<file path="src/rtl/mem_dbus_bridge.sv">
// MEM-stage RAM port to handshaked data bus bridge: registers one access, runs req/gnt/rvalid, stalls the pipe.
// Latency: load 3 + gnt wait + rvalid wait cycles, store 2 + gnt wait; stall_req holds the pipeline until DONE.
module mem_dbus_bridge #(
    parameter int TIMEOUT_CYCLES = 64,
    parameter int CNT_W          = 7
) (
    input  logic        clk,
    input  logic        rst,
    input  logic        ram_en,
    input  logic        ram_write_en,
    input  logic [3:0]  ram_write_sel,
    input  logic [31:0] ram_addr,
    input  logic [31:0] ram_write_data,
    input  logic        pipe_hold,
    input  logic        flush,
    output logic [31:0] ram_read_data,
    output logic        stall_req,
    output logic        bus_req,
    output logic        bus_we,
    output logic [3:0]  bus_sel,
    output logic [31:0] bus_addr,
    output logic [31:0] bus_wdata,
    input  logic        bus_gnt,
    input  logic        bus_rvalid,
    input  logic [31:0] bus_rdata,
    output logic        bus_err
);

    typedef enum logic [1:0] {
        IDLE = 2'd0,
        REQ  = 2'd1,
        WAIT = 2'd2,
        DONE = 2'd3
    } state_t;

    localparam logic [CNT_W-1:0] CNT_LAST = CNT_W'(TIMEOUT_CYCLES - 1);

    state_t           state;
    logic [CNT_W-1:0] cnt;
    logic [31:0]      rdata_q;
    logic             killed;
    logic             timeout;

    assign timeout       = (cnt == CNT_LAST);
    assign stall_req     = ((state == IDLE) && ram_en && !flush) || (state == REQ) || (state == WAIT);
    assign ram_read_data = (state == DONE) ? rdata_q : 32'h0;

    always_ff @(posedge clk) begin
        if (rst) begin
            state     <= IDLE;
            bus_req   <= 1'b0;
            bus_we    <= 1'b0;
            bus_sel   <= 4'h0;
            bus_addr  <= 32'h0;
            bus_wdata <= 32'h0;
            rdata_q   <= 32'h0;
            cnt       <= '0;
            bus_err   <= 1'b0;
            killed    <= 1'b0;
        end else begin
            case (state)
                IDLE: begin
                    killed <= 1'b0;
                    if (ram_en && !flush) begin
                        bus_we    <= ram_write_en;
                        bus_sel   <= ram_write_en ? ram_write_sel : 4'hF;
                        bus_addr  <= {ram_addr[31:2], 2'b00};
                        bus_wdata <= ram_write_data;
                        cnt       <= '0;
                        // A store with no byte lanes has nothing to put on the bus.
                        if (ram_write_en && (ram_write_sel == 4'h0)) begin
                            state <= DONE;
                        end else begin
                            bus_req <= 1'b1;
                            state   <= REQ;
                        end
                    end
                end
                REQ: begin
                    if (bus_gnt) begin
                        bus_req <= 1'b0;
                        cnt     <= '0;
                        state   <= bus_we ? DONE : WAIT;
                    end else if (flush) begin
                        bus_req <= 1'b0;
                        state   <= IDLE;
                    end else if (timeout) begin
                        bus_req <= 1'b0;
                        bus_err <= 1'b1;
                        rdata_q <= 32'hFFFF_FFFF;
                        state   <= DONE;
                    end else begin
                        cnt <= cnt + 1'b1;
                    end
                end
                WAIT: begin
                    // A killed load must still drain its response before the bus is reused.
                    if (bus_rvalid) begin
                        if (killed || flush) begin
                            state <= IDLE;
                        end else begin
                            rdata_q <= bus_rdata;
                            state   <= DONE;
                        end
                    end else if (timeout) begin
                        bus_err <= 1'b1;
                        if (killed || flush) begin
                            state <= IDLE;
                        end else begin
                            rdata_q <= 32'hFFFF_FFFF;
                            state   <= DONE;
                        end
                    end else begin
                        cnt <= cnt + 1'b1;
                        if (flush) begin
                            killed <= 1'b1;
                        end
                    end
                end
                DONE: begin
                    if (flush || !pipe_hold) begin
                        state <= IDLE;
                    end
                end
                default: state <= IDLE;
            endcase
        end
    end

endmodule

</file>
<file path="config.mk">
export PLATFORM = sky130hd
export DESIGN_NAME = mem_dbus_bridge
export DESIGN_NICKNAME = d
export VERILOG_FILES = /design/src/rtl/mem_dbus_bridge.sv
export SDC_FILE = /design/constraint.sdc
export NUM_CORES = 1
export LEC_CHECK = 0
export ABC_AREA = 1
export BUFFER_PORTS_ARGS = -buffer_cell sky130_fd_sc_hd__buf_4
export CORE_UTILIZATION = 30
export DETAILED_ROUTE_END_ITERATION = 6
export PLACE_DENSITY_LB_ADDON = 0.15
export SLEW_MARGIN = 40
export SYNTH_ARGS = -nofsm -noshare
export SYNTH_HDL_FRONTEND = slang
export SYNTH_SLANG_ARGS = --single-unit
</file>
<file path="constraint.sdc">
create_clock -name clk -period 1.98 [get_ports clk]
set_input_delay 0.198 -clock clk [delete_from_list [all_inputs] [get_ports clk]]
set_output_delay 0.198 -clock clk [all_outputs]
set_load 0.03 [all_outputs]
</file>
==> flow_metrics.py <==
metrics = {
    "yosys": {
        "synth.most_common_cell": "nor2_1",
        "synth_top_cell_area_share_pct": 45.46,
        "synth_area_leaders": "dfxtp_1, nor2_1, nand2_1",
        "syn_inst": 724,
        "synthesis.area_um2": 4888,
        "synth.distinct_cells": 26,
        "ys_async_sr_fraction_pct": 0,
        "synth_edf_count": 0,
        "synth_top_area_cell": "dfxtp_1",
        "ys_seq_area_share_pct": 45.46,
        "syn_avg_cell_area_um2": 6.752,
        "synth_top_cells_by_count": "nor2_1, nand2_1, dfxtp_1",
        "ys_warn_count": 0,
        "ys_seq_elements": 111,
        "synth_ff_type": "dfxtp_1",
    },
    "detailed_routing": {
        "route.detailed.drc": 0,
        "first_iter_violations": 134,
        "vias_per_cell": 4.184,
        "vias": 4753,
        "routed_wl_um": 13180,
        "wl_per_cell_um": 11.60,
        "antenna_left": 0,
        "drt-pass1-iter-count": 4,
    },
    "timing": {
        "finalCriticalPeriod_ns": 1.798,
        "fin_hold_ws_ns": 0.05074,
        "finalSetupViolCount": 0,
        "hold_violations": 0,
        "clock_skew_ns": 0.008518,
        "worst_slack_ns": 0.1819,
        "finalCritPeriodShare_pct": 90.81,
        "finalMaxSlewViolations": 0,
        "fmax_ghz": 0.5561,
    },
    "final_layout": {
        "final_nets": 1029,
        "finalInstanceArea_um2": 6979,
        "register_area_um2": 2222,
        "multi_input_comb_area_um2": 2158,
        "antenna_cells": 0,
        "num-fill-cells": 1731,
        "syn2layout_area_growth_pct": 42.77,
        "final_layout_size_suffix_gt1_share_pct": 30.43,
        "instances_no_fill": 1136,
    },
    "power_and_ir_drop": {
        "seq_power_share_pct": 38.2,
        "p_switching_w": 0.003203,
        "total_power_w": 0.008345,
        "max-vdd-ir-drop_mv": 0.5140,
        "leakage_nw": 3.577,
        "clock_power_share_pct": 22.9,
        "p_comb_share_pct": 38.9,
        "p_int_w": 0.005142,
        "powerDensity_nw_per_um2": 1196,
        "switching_share_pct": 38.38,
    },
    "critical_path": {
        "crit_fanout": 6,
        "crit_chain": "inv_1 -> ha_1 -> nand3_2 -> nand3_1 -> buf_4",
        "slowest_stage": "dfxtp_1",
        "cp.required_ns": 1.78,
        "start_kind": "flop",
        "end_kind": "output pin",
        "slowest_delay_ns": 0.34,
        "criticalPathCategory": "reg -> out",
        "critical_path_arrival_ns": 1.60,
    },
    "global_routing": {
        "grt_start_max_net_pins": 58,
        "grt_pass1_wl_um": 21400,
        "antenna_found_initial": 0,
        "overflow": 0,
        "first_global_vias": 4393,
        "grt_usage_pct": 16.20,
    },
    "hold_path": {
        "min_path_type": "in -> reg",
    },
    "die": {
        "initial_core_util_pct": 30.77,
        "die_w_um": 129.7,
        "core-area_um2": 15890,
        "die_area_um2": 16810,
        "core.rowCount": 46,
        "die_y_um": 129.7,
        "ios": 212,
    },
    "clock_tree": {
        "clk_pin_slew_worst_paths_ns": 0.07,
        "htreeDepth": 3,
        "clk_path_buf_depth": 2,
        "cts.sinks": 111,
        "cts_root_buffer": "clkbuf_16",
        "clk_latency_ns": 0.35,
        "cts_tree": "yes",
        "cts_buffers": 9,
        "hold_buffers": 0,
    },
    "placement": {
        "io_buffers": 207,
        "dpl_cell_area_um2": 6668,
        "dp_worst_setup_slack_ns": 0.2253,
        "dp_hpwl_um": 9512,
        "dp.cells": 1120,
        "place_congestion": 0.7511,
    },
    "job": {
        "maxCapViolCount": 0,
    },
    "run_status": {
        "status": "finished clean",
    },
}
-- area by class of cell --
type	count	share of cell area, %
Clock buffer	11	3.478
Clock inverter	5	0.9322
Tap cell	216	3.872
Inverter	86	4.625
Timing Repair Buffer	219	24.33
Multi-Input combinational cell	488	30.93
Sequential cell	111	31.84
-- repair_timing --
item | in CTS | in global routing
resized for setup | 0 | 1
setup endpoints to repair | 0 | 5
buffers inserted | 0 | 0
endpoints found under the hold margin | 0 | 0
-- registers in the layout, summed over array words and instances, names as in the netlist --
| signal | flops |
|---|---|
| bus_sel | 4 |
| bus_err | 1 |
| bus_we | 1 |
| bus_wdata | 32 |
| rdata_q | 32 |
| killed | 1 |
| bus_req | 1 |
| bus_addr | 30 |
| cnt | 7 |
| state | 2 |
-- stage by stage --
stage	setup TNS, ns	utilization (%)
after floorplan	0	-
after global placement	0	41.97
after detailed placement	0	41.97
after CTS	0	43.91
after global routing	-0.004126	43.94
final	0	43.94
-- final timing paths --
kind | from | to | slack (ns) | depth (start not counted)
worst max-delay path | state[0] | stall_req | 0.18 | 5
worst min-delay path | rst | bus_we | 0.05 | 2
worst max register to register | state[1] | rdata_q[31] | 0.20 | 9
worst min register to register | cnt[6] | cnt[6] | 0.46 | 2
-- layer usage --
metal / track usage (%) / vias up / wire length, µm
li1: - / 2546 / -
met1: 20.26 / 2049 / 6034
met2: 25.20 / 141 / 5708
met3: 5.656 / 17 / 1159
met4: 6.908 / 0 / 280
met5: 0 / - / 0
-- worst max-delay path: cells and delay by family (launching register included) --
kind                       cells  cell delay [ns]
and+or+nand+nor                2             0.36
DFF                            1             0.34
buffers and inverters          2             0.27
adders and majority gates      1             0.26
-- layout by cell type, fill, tap and decap left out, types with 6 or more instances in the layout --
cell type,count
a21oi_1,6
buf_4,214
clkbuf_16,9
dfxtp_1,111
ha_1,6
inv_1,82
nand2_1,129
nand3_1,11
nor2_1,213
o21ai_0,69
or2_2,32
-- power groups by stage --
| stage | Combinational (W) | Sequential (W) | Clock, W |
|---|---|---|---|
| 3_5_place_dp | 0.00328 | 0.00324 | 0 |
| 3_3_place_gp | 0.00328 | 0.00322 | 0 |
| 2_1_floorplan | 0.00175 | 0.00371 | 0 |
| 5_1_grt | 0.00367 | 0.00328 | 0.00206 |
| 4_1_cts | 0.00329 | 0.00319 | 0.00198 |
| 6_report | 0.00325 | 0.00319 | 0.00191 |
-- cells by family after synthesis --
logic type               count (synthesis)  synth area share [%]
buffers and inverters                  126                 10.57
XOR/XNOR                                 1                0.1792
other                                    1               0.07671
AND/OR/NAND/NOR                        396                 33.17
flip-flops                             111                 45.46
AO/OA/AOI/OAI                           83                 9.009
adder cells (fa/ha/maj)                  6                 1.536
No activity file was read; power rests on OpenSTA's default activity.
